## config.mk

```make
export PLATFORM = sky130hd
export DESIGN_NAME = seg_data_pipe
export DESIGN_NICKNAME = d
export VERILOG_FILES = /design/src/rtl/seg_pkg.sv /design/src/rtl/hex_to_7seg.sv /design/src/rtl/seg_data_pipe.sv
export SDC_FILE = /design/constraint.sdc
export NUM_CORES = 1
export LEC_CHECK = 0
export ABC_AREA = 1
export CORE_ASPECT_RATIO = 0.8
export CORE_MARGIN = 3
export CORE_UTILIZATION = 50
export DETAILED_ROUTE_END_ITERATION = 8
export GPL_ROUTABILITY_DRIVEN = 0
export PLACE_DENSITY = 0.73
export SLEW_MARGIN = 20
export SYNTH_ARGS = -nofsm -noshare
export SYNTH_HDL_FRONTEND = slang
export SYNTH_SLANG_ARGS = --single-unit
```

## constraint.sdc

```tcl
create_clock -name clk -period 1.93 [get_ports clk]
set_clock_uncertainty 0.05 [all_clocks]
set_input_delay 0.386 -clock clk [delete_from_list [all_inputs] [get_ports clk]]
set_output_delay 0.386 -clock clk [all_outputs]
set_load 0.05 [all_outputs]
```

## src/rtl/seg_pkg.sv

```systemverilog
// Package: seg_pkg
// Shared constants for the 7-segment display datapath.
//   DIGITS_DEF : default digit count of the display
//   SEL_W      : digit-select width for the default digit count
//   SEG_OFF    : active-low cathode word with every segment and dp off
//   SEG_0..F   : hex glyphs, active-high, bit order {a,b,c,d,e,f,g}
// Polarity is applied only by the consumer that drives the cathodes.
package seg_pkg;

    localparam int DIGITS_DEF = 8;
    localparam int SEL_W      = 3;

    localparam logic [7:0] SEG_OFF = 8'hFF;

    localparam logic [6:0] SEG_0 = 7'h7E;
    localparam logic [6:0] SEG_1 = 7'h30;
    localparam logic [6:0] SEG_2 = 7'h6D;
    localparam logic [6:0] SEG_3 = 7'h79;
    localparam logic [6:0] SEG_4 = 7'h33;
    localparam logic [6:0] SEG_5 = 7'h5B;
    localparam logic [6:0] SEG_6 = 7'h5F;
    localparam logic [6:0] SEG_7 = 7'h70;
    localparam logic [6:0] SEG_8 = 7'h7F;
    localparam logic [6:0] SEG_9 = 7'h7B;
    localparam logic [6:0] SEG_A = 7'h77;
    localparam logic [6:0] SEG_B = 7'h1F;
    localparam logic [6:0] SEG_C = 7'h4E;
    localparam logic [6:0] SEG_D = 7'h3D;
    localparam logic [6:0] SEG_E = 7'h4F;
    localparam logic [6:0] SEG_F = 7'h47;

endpackage

```

## src/rtl/hex_to_7seg.sv

```systemverilog
// Module: hex_to_7seg
// Combinational hex digit to 7-segment glyph decoder.
//   nib   in  4  hex digit
//   glyph out 7  active-high segments {a,b,c,d,e,f,g}
// Letters b and d are lowercase so they cannot be confused with 8 and 0.
module hex_to_7seg
    import seg_pkg::*;
(
    input  logic [3:0] nib,
    output logic [6:0] glyph
);

    always_comb begin
        glyph = SEG_0;
        case (nib)
            4'h0: glyph = SEG_0;
            4'h1: glyph = SEG_1;
            4'h2: glyph = SEG_2;
            4'h3: glyph = SEG_3;
            4'h4: glyph = SEG_4;
            4'h5: glyph = SEG_5;
            4'h6: glyph = SEG_6;
            4'h7: glyph = SEG_7;
            4'h8: glyph = SEG_8;
            4'h9: glyph = SEG_9;
            4'hA: glyph = SEG_A;
            4'hB: glyph = SEG_B;
            4'hC: glyph = SEG_C;
            4'hD: glyph = SEG_D;
            4'hE: glyph = SEG_E;
            4'hF: glyph = SEG_F;
            default: glyph = SEG_0;
        endcase
    end

endmodule

```

## src/rtl/seg_data_pipe.sv

```systemverilog
// Module: seg_data_pipe
// Holds the value shown on the multiplexed 7-segment display, selects the nibble
// for the digit the anode scanner currently drives, decodes it and registers the
// cathodes. New values are only adopted at a frame boundary (digit index wrapping
// from the last digit to 0), so a single scan frame never mixes two values.
// Ports:
//   clk        in   system clock
//   reset      in   asynchronous active-low reset
//   seg_sel    in   digit index from the scanner (asynchronous to clk)
//   data_in    in   value to display, nibble i -> digit i
//   dp_in      in   decimal points, bit i -> digit i, 1 = lit
//   data_vld   in   one-clk strobe capturing data_in/dp_in as pending value
//   seg_n      out  registered cathodes {a,b,c,d,e,f,g,dp}
//   pend       out  a captured value waits for the next frame boundary
//   frame_sot  out  one-clk pulse when the display register loads
// Optional build macro: LEADING_ZERO_BLANK_EN blanks digits above the most
// significant nonzero nibble (digit 0 always shown).
module seg_data_pipe
    import seg_pkg::*;
#(
    parameter int DIGITS         = DIGITS_DEF,
    parameter bit SEG_ACTIVE_LOW = 1'b1
) (
    input  logic                       clk,
    input  logic                       reset,
    input  logic [$clog2(DIGITS)-1:0]  seg_sel,
    input  logic [4*DIGITS-1:0]        data_in,
    input  logic [DIGITS-1:0]          dp_in,
    input  logic                       data_vld,
    output logic [7:0]                 seg_n,
    output logic                       pend,
    output logic                       frame_sot
);

    localparam int SW = $clog2(DIGITS);
    localparam int DW = 4 * DIGITS;
    localparam logic [7:0] SEG_RESET = SEG_ACTIVE_LOW ? SEG_OFF : ~SEG_OFF;

    logic [SW-1:0]        s1, s2, s3, sel_q;
    logic                 sel_stable;
    logic                 boundary;
    logic [DW+DIGITS-1:0] pend_reg;
    logic [DW+DIGITS-1:0] disp;
    logic [DW-1:0]        disp_data;
    logic [DIGITS-1:0]    disp_dp;
    logic [3:0]           cur_nib;
    logic                 cur_dp;
    logic [6:0]           glyph;
    logic                 blank;
    logic [7:0]           seg_on;
    logic [7:0]           seg_next;

    // seg_sel bits may land in different cycles; only a value seen on two
    // consecutive samples (s2 == s3) is allowed into sel_q.
    always_ff @(posedge clk or negedge reset) begin
        if (!reset) begin
            s1    <= '0;
            s2    <= '0;
            s3    <= '0;
            sel_q <= '0;
        end else begin
            s1 <= seg_sel;
            s2 <= s1;
            s3 <= s2;
            if (sel_stable) begin
                sel_q <= s2;
            end
        end
    end

    assign sel_stable = (s2 == s3);
    assign boundary   = sel_stable && (sel_q == SW'(DIGITS - 1)) && (s2 == '0);

    // A strobe on the boundary cycle still writes pend_reg, so the display
    // takes the older pending value and the new one waits a full frame.
    always_ff @(posedge clk or negedge reset) begin
        if (!reset) begin
            pend_reg  <= '0;
            disp      <= '0;
            pend      <= 1'b0;
            frame_sot <= 1'b0;
        end else begin
            frame_sot <= 1'b0;
            if (boundary && pend) begin
                disp      <= pend_reg;
                frame_sot <= 1'b1;
            end
            if (data_vld) begin
                pend_reg <= {dp_in, data_in};
                pend     <= 1'b1;
            end else if (boundary) begin
                pend     <= 1'b0;
            end
        end
    end

    assign disp_data = disp[DW-1:0];
    assign disp_dp   = disp[DW+DIGITS-1:DW];
    assign cur_nib   = disp_data[4*int'(sel_q) +: 4];
    assign cur_dp    = disp_dp[sel_q];

    hex_to_7seg u_hex_to_7seg (
        .nib   (cur_nib),
        .glyph (glyph)
    );

`ifdef LEADING_ZERO_BLANK_EN
    // Blank when this digit and every digit above it are zero.
    always_comb begin
        blank = 1'b0;
        if (sel_q != '0) begin
            blank = 1'b1;
            for (int i = 0; i < DIGITS; i++) begin
                if ((i >= int'(sel_q)) && (disp_data[4*i +: 4] != 4'h0)) begin
                    blank = 1'b0;
                end
            end
        end
    end
`else
    assign blank = 1'b0;
`endif

    assign seg_on   = blank ? 8'h00 : {glyph, cur_dp};
    assign seg_next = SEG_ACTIVE_LOW ? ~seg_on : seg_on;

    always_ff @(posedge clk or negedge reset) begin
        if (!reset) begin
            seg_n <= SEG_RESET;
        end else begin
            seg_n <= seg_next;
        end
    end

endmodule

```

Yosys cells after proc, flatten, opt, wreduce, memory -nomap -nowiden
Memories as Yosys holds them, arrays and structs flattened.
Cells that the tools add are included.

storage, ports and cells
  register bits = 102
  ROM bits = 112
  bits of input ports = 46
  output and inout port bits = 10
  logic and storage cells = 25
  memories = 1

memory list
  name              depth  bits a word  rd ports  clocked after Yosys merged registers in  write ports  RTL line           source
  (name not given)  16     7            1         0                                        0            hex_to_7seg.sv:15  case (nib)

cells by class
  magnitude comparators = 1
  equal/unequal tests = 2
  shift-type cells = 1
  muxes and demuxes = 5
  bitwise gates (word level) = 1
  reduce and logical (&&, ||, !) cells = 5

operator list
  kind                number
  $shiftx 32x6->4     1
  $not 8->8           1
  $lt 3x4->1 const B  1
  $mux 1              4
  $bmux 1 s3          1
  $eq 3x3->1          1
  $eq 3x3->1 const B  1
  $logic_and 1x1->1   3
  $logic_not 3->1     1
  $reduce_bool 2->1   1

Logic depth before layout (Yosys ltp)
Gate-level depths: netlist (run 1).

  depth after elaboration = 5
  gate-level depth with buffers = 13
  gate-level depth less buffers = 12

By module
From an unflattened synthesis (run 1), not the netlist that was laid out.

second synthesis, totals
  cell total of the unflattened synthesis = 533
  area, all modules = 4531.8 um2

modules (own cells, without submodules)
  module         times used  cells an instance  area each (um2)  seq. area each (um2)
  seg_data_pipe  1           481                4261.6           2562.5
  hex_to_7seg    1           52                 270.3            0.0

Worst setup path after synthesis (run 1)
OpenSTA, ideal clock, no wires.

  kind = reg-to-reg
  start = register sel_q[0]
  end = register seg_n[1]
  library setup time = 0.076 ns
  arrival = 1.483 ns
  data required time = 1.804 ns
  path slack = 0.321 ns
  stages on the path, launching flop included = 13
  path buffers = 1
  period minus slack after synthesis = 1.609 ns
  path through = dfrtp_1 > inv_2 > buf_2 > nand2_1 > nand3_1 > nand3_1 > nand2_1 > inv_1 > ha_1 > nand3_1 > nand2_1 > nand2_1 > nand2_1

between the ends
  word-level cells in the longest chain between the ends = 3

RTL lines
  what                    RTL line              source
  start, declared         seg_data_pipe.sv:39   logic [SW-1:0] s1, s2, s3, sel_q;
  start signal, assigned  seg_data_pipe.sv:60   sel_q <= '0;
  start signal, assigned  seg_data_pipe.sv:66   sel_q <= s2;
  $shiftx 32x6->4         seg_data_pipe.sv:99   assign cur_nib = disp_data[4*int'(sel_q) +: 4];
  $mem_v2 16x7            n/a
  $not 8->8               seg_data_pipe.sv:125  assign seg_next = SEG_ACTIVE_LOW ? ~seg_on : seg_on;
  net seg_next[1]         seg_data_pipe.sv:51   logic [7:0] seg_next;
  end signal, assigned    seg_data_pipe.sv:131  seg_n <= seg_next;
  end, declared           seg_data_pipe.sv:30   output logic [7:0] seg_n,

The timed path passes the listed nets, and every way through them passes these cells.
A chain may end at the register's enable or synchronous reset.

Worst setup path after layout (run 1)
  start = register sel_q[1]
  end = register seg_n[1]

Same word-level chain as after synthesis.

==> run_results.csv, run 1 <==
group,metric,value,unit
route,viasPerCell,4.89,
layout,multiInputGateArea,0.00165,sq mm
power_and_ir_drop,power_density,991,mW/mm^2
clocking,clkSinkCount,102,
placement,place_ws,0.0446,ns
grt,grt_use_total,0.194,
sta,tightest_slew,0.483,ns
synthesis,ys_warn_count,0,
layout,mostFrequentLayoutCells,"nand2_1 (278), dfrtp_1 (93), nand3_1 (74)",
route,wl,9150,microns
flow_run,cap_violations,0,
setup_path,cpMaxStageDelayCell,"dfrtp_1",
setup_path,arrival,2.04,ns
die,die_h,90.7,microns
layout,fillers,752,
layout,seq_area,0.00256,sq mm
setup_path,cp_max_fo,12,
synthesis,syn_inst,546,
sta,max_freq,0.561,GHz
placement,hpwl,6510,microns
setup_path,slowest_delay,0.40,ns
grt,grt_start_max_net_pins,42,
sta,finalCriticalPeriod,1.78,ns
clocking,h-tree-depth,3,
setup_path,crit_type,"reg -> reg",
grt,grt_first_pass_wirelength,16200,microns
layout,final_common_cell,"nand2_1",
clocking,clock_latency,0.37,ns
synthesis,ys_ff_latch,102,
layout,drive_gt1_frac,0.0995,
power_and_ir_drop,power.leakage,2.85,nW
clocking,cts_inserted_buffers,9,
sta,hold_violations,0,
setup_path,worstPathRequired,2.19,ns
layout,area_growth,19.8,%
placement,io_buffers,55,
clocking,clk_pin_slew_worst_paths,0.10,ns
clocking,cts_root_buf,"clkbuf_8",
synthesis,syn_area_per_cell,8.21,sq um
setup_path,startpoint_type,"register",
sta,finalCritPeriodShare,0.924,
route,first_pass_iters,4,
synthesis,syn-num-nets,598,
sta,postLayoutSetupSlackWorst,0.147,ns
grt,overflow,0,
layout,final_nets,650,
synthesis,synthesis.area,0.00448,sq mm
grt,first_global_vias,3457,
synthesis,yosysSeqAreaShare,0.572,
route,drt.antenna.violating_nets,0,
die,io_pins,56,
sta,setup_viol,0,
die,die_area,0.0101,sq mm
clocking,post_cts_buffers,0,
clocking,cts_tree,"yes",
die,fp-row-count,30,
power_and_ir_drop,peakVddDrop,0.822,mV
worst_hold_path,hold_path.class,"reg -> reg",
sta,tns,0,ns
route,wire_per_inst,12.8,microns
layout,largest_register_ffs,41,
route,drtIter0Drc,159,
route,vias,3495,
setup_path,setup.worst_path.end_class,"register",
route,route.detailed.drc,0,
sta,slew_violations,0,
grt,antenna_found_initial,0,
die,dieWidth,112,microns
layout,antenna_cells_inserted,0,
status,status,"completed",
die,core,0.00860,sq mm
setup_path,path_cells,"clkinvlp_4 -> nand3_1 -> nand3_1 -> nand2_2 -> inv_1 -> ha_1 -> nand3_1 -> nand2_1 -> nand2_1 -> nand2_1",
synthesis,synth_cell_types,23,
sta,relSlewSlack,0.679,
die,start_util,0.522,
clocking,clk_path_buf_depth,2,
-- per-stage QoR --
step                instances  utilization  hold slack (ns)  instance area (sq um)  power [W]
finish                    715        0.625            0.312                   5370    0.00532
global route              715        0.625            0.325                   5370    0.00566
CTS                       715        0.622            0.312                   5340    0.00531
detailed placement        698        0.598            0.289                   5140    0.00402
global placement          698        0.598            0.286                   5140    0.00396
floorplan                 546            -           0.0404                   4480    0.00357
-- worst max-delay path: cells and delay by family (launching register included) --
family | cells | cell delay (ns)
AND/OR/NAND/NOR | 7 | 0.72
buffers and inverters | 2 | 0.32
adder cells (fa/ha/maj) | 1 | 0.22
flip-flops | 1 | 0.40
-- final cells by class --
class | instances | area share
clock buffers | 9 | 0.0231
repair buffers | 69 | 0.129
flip-flops and latches | 102 | 0.477
multi-input cells | 382 | 0.306
clock inverters | 7 | 0.0123
inverters | 34 | 0.0254
well taps | 112 | 0.0261
-- per-layer routing --
metal / GRT usage / share of wire
met5: 0 / 0
met2: 0.294 / 0.45
met3: 0.0435 / 0.051
met4: 0.0588 / 0.012
met1: 0.279 / 0.49
-- path summary, 6_finish.rpt --
check	start	cells past startpoint	slack, ns	end
worst max-delay path	sel_q[1]	10	0.15	seg_n[1]
worst min-delay path	s1[0]	0	0.31	s2[0]
worst max register to register	sel_q[1]	10	0.15	seg_n[1]
worst min register to register	s1[0]	0	0.31	s2[0]
max in group asynchronous	reset	3	0.77	seg_n[0]
min in group asynchronous	reset	2	0.44	pend_reg[27]
-- synthesized netlist by cell type --
| cell | number | area, sq um |
|---|---|---|
| nand3b_1 | 1 | 7.51 |
| buf_6 | 4 | 45.0 |
| ha_1 | 6 | 75.1 |
| xor2_1 | 2 | 17.5 |
| a32oi_1 | 1 | 8.76 |
| nand4_1 | 1 | 6.26 |
| inv_2 | 3 | 11.3 |
| nand2_2 | 3 | 18.8 |
| nand3_1 | 74 | 370 |
| buf_4 | 2 | 15.0 |
| xnor2_1 | 1 | 8.76 |
| nor2_2 | 1 | 6.26 |
| nand2_1 | 280 | 1050 |
| dfstp_2 | 8 | 210 |
| o21ai_0 | 4 | 20.0 |
| dfrtp_1 | 94 | 2350 |
| nor2_1 | 3 | 11.3 |
| o32ai_1 | 1 | 8.76 |
| clkbuf_1 | 14 | 52.6 |
| buf_2 | 8 | 40.0 |
| nand3_2 | 2 | 20.0 |
| a21oi_1 | 2 | 10.0 |
| inv_1 | 31 | 116 |
-- cells by family (layout without fill, tap and decap cells) --
group / Yosys count / after routing / share of synthesized area
XOR/XNOR: 3 / 3 / 0.00586
AND/OR/NAND/NOR: 365 / 365 / 0.333
adder cells (fa/ha/maj): 6 / 6 / 0.0167
flip-flops: 102 / 102 / 0.572
AO/OA/AOI/OAI: 8 / 8 / 0.0106
buffers and inverters: 62 / 119 / 0.0625
-- what timing repair did --
item | 4_1_cts | 5_1_grt
hold buffers | 1 | 0
pin swaps | 0 | 1
setup endpoints to repair | 1 | 6
gates resized for setup | 1 | 11
hold endpoints to repair | 31 | 0
-- report_power, final --
group | switching (W) | internal [W]
Combinational | 0.000999 | 0.000530
Sequential | 0.000115 | 0.00238
Clock | 0.000791 | 0.000503
Power figures use the tool's default switching activity.
==> run 2: changes to the inputs <==
--- a/config.mk
+++ b/config.mk
@@ -9,6 +9,7 @@
 export CORE_ASPECT_RATIO = 0.8
 export CORE_MARGIN = 3
 export CORE_UTILIZATION = 50
+export CTS_CLUSTER_DIAMETER = 80
 export DETAILED_ROUTE_END_ITERATION = 8
 export GPL_ROUTABILITY_DRIVEN = 0
 export PLACE_DENSITY = 0.73
==> results of run 2 <==
Same layout as run 1: the final DEF is identical, and so are final timing and power.
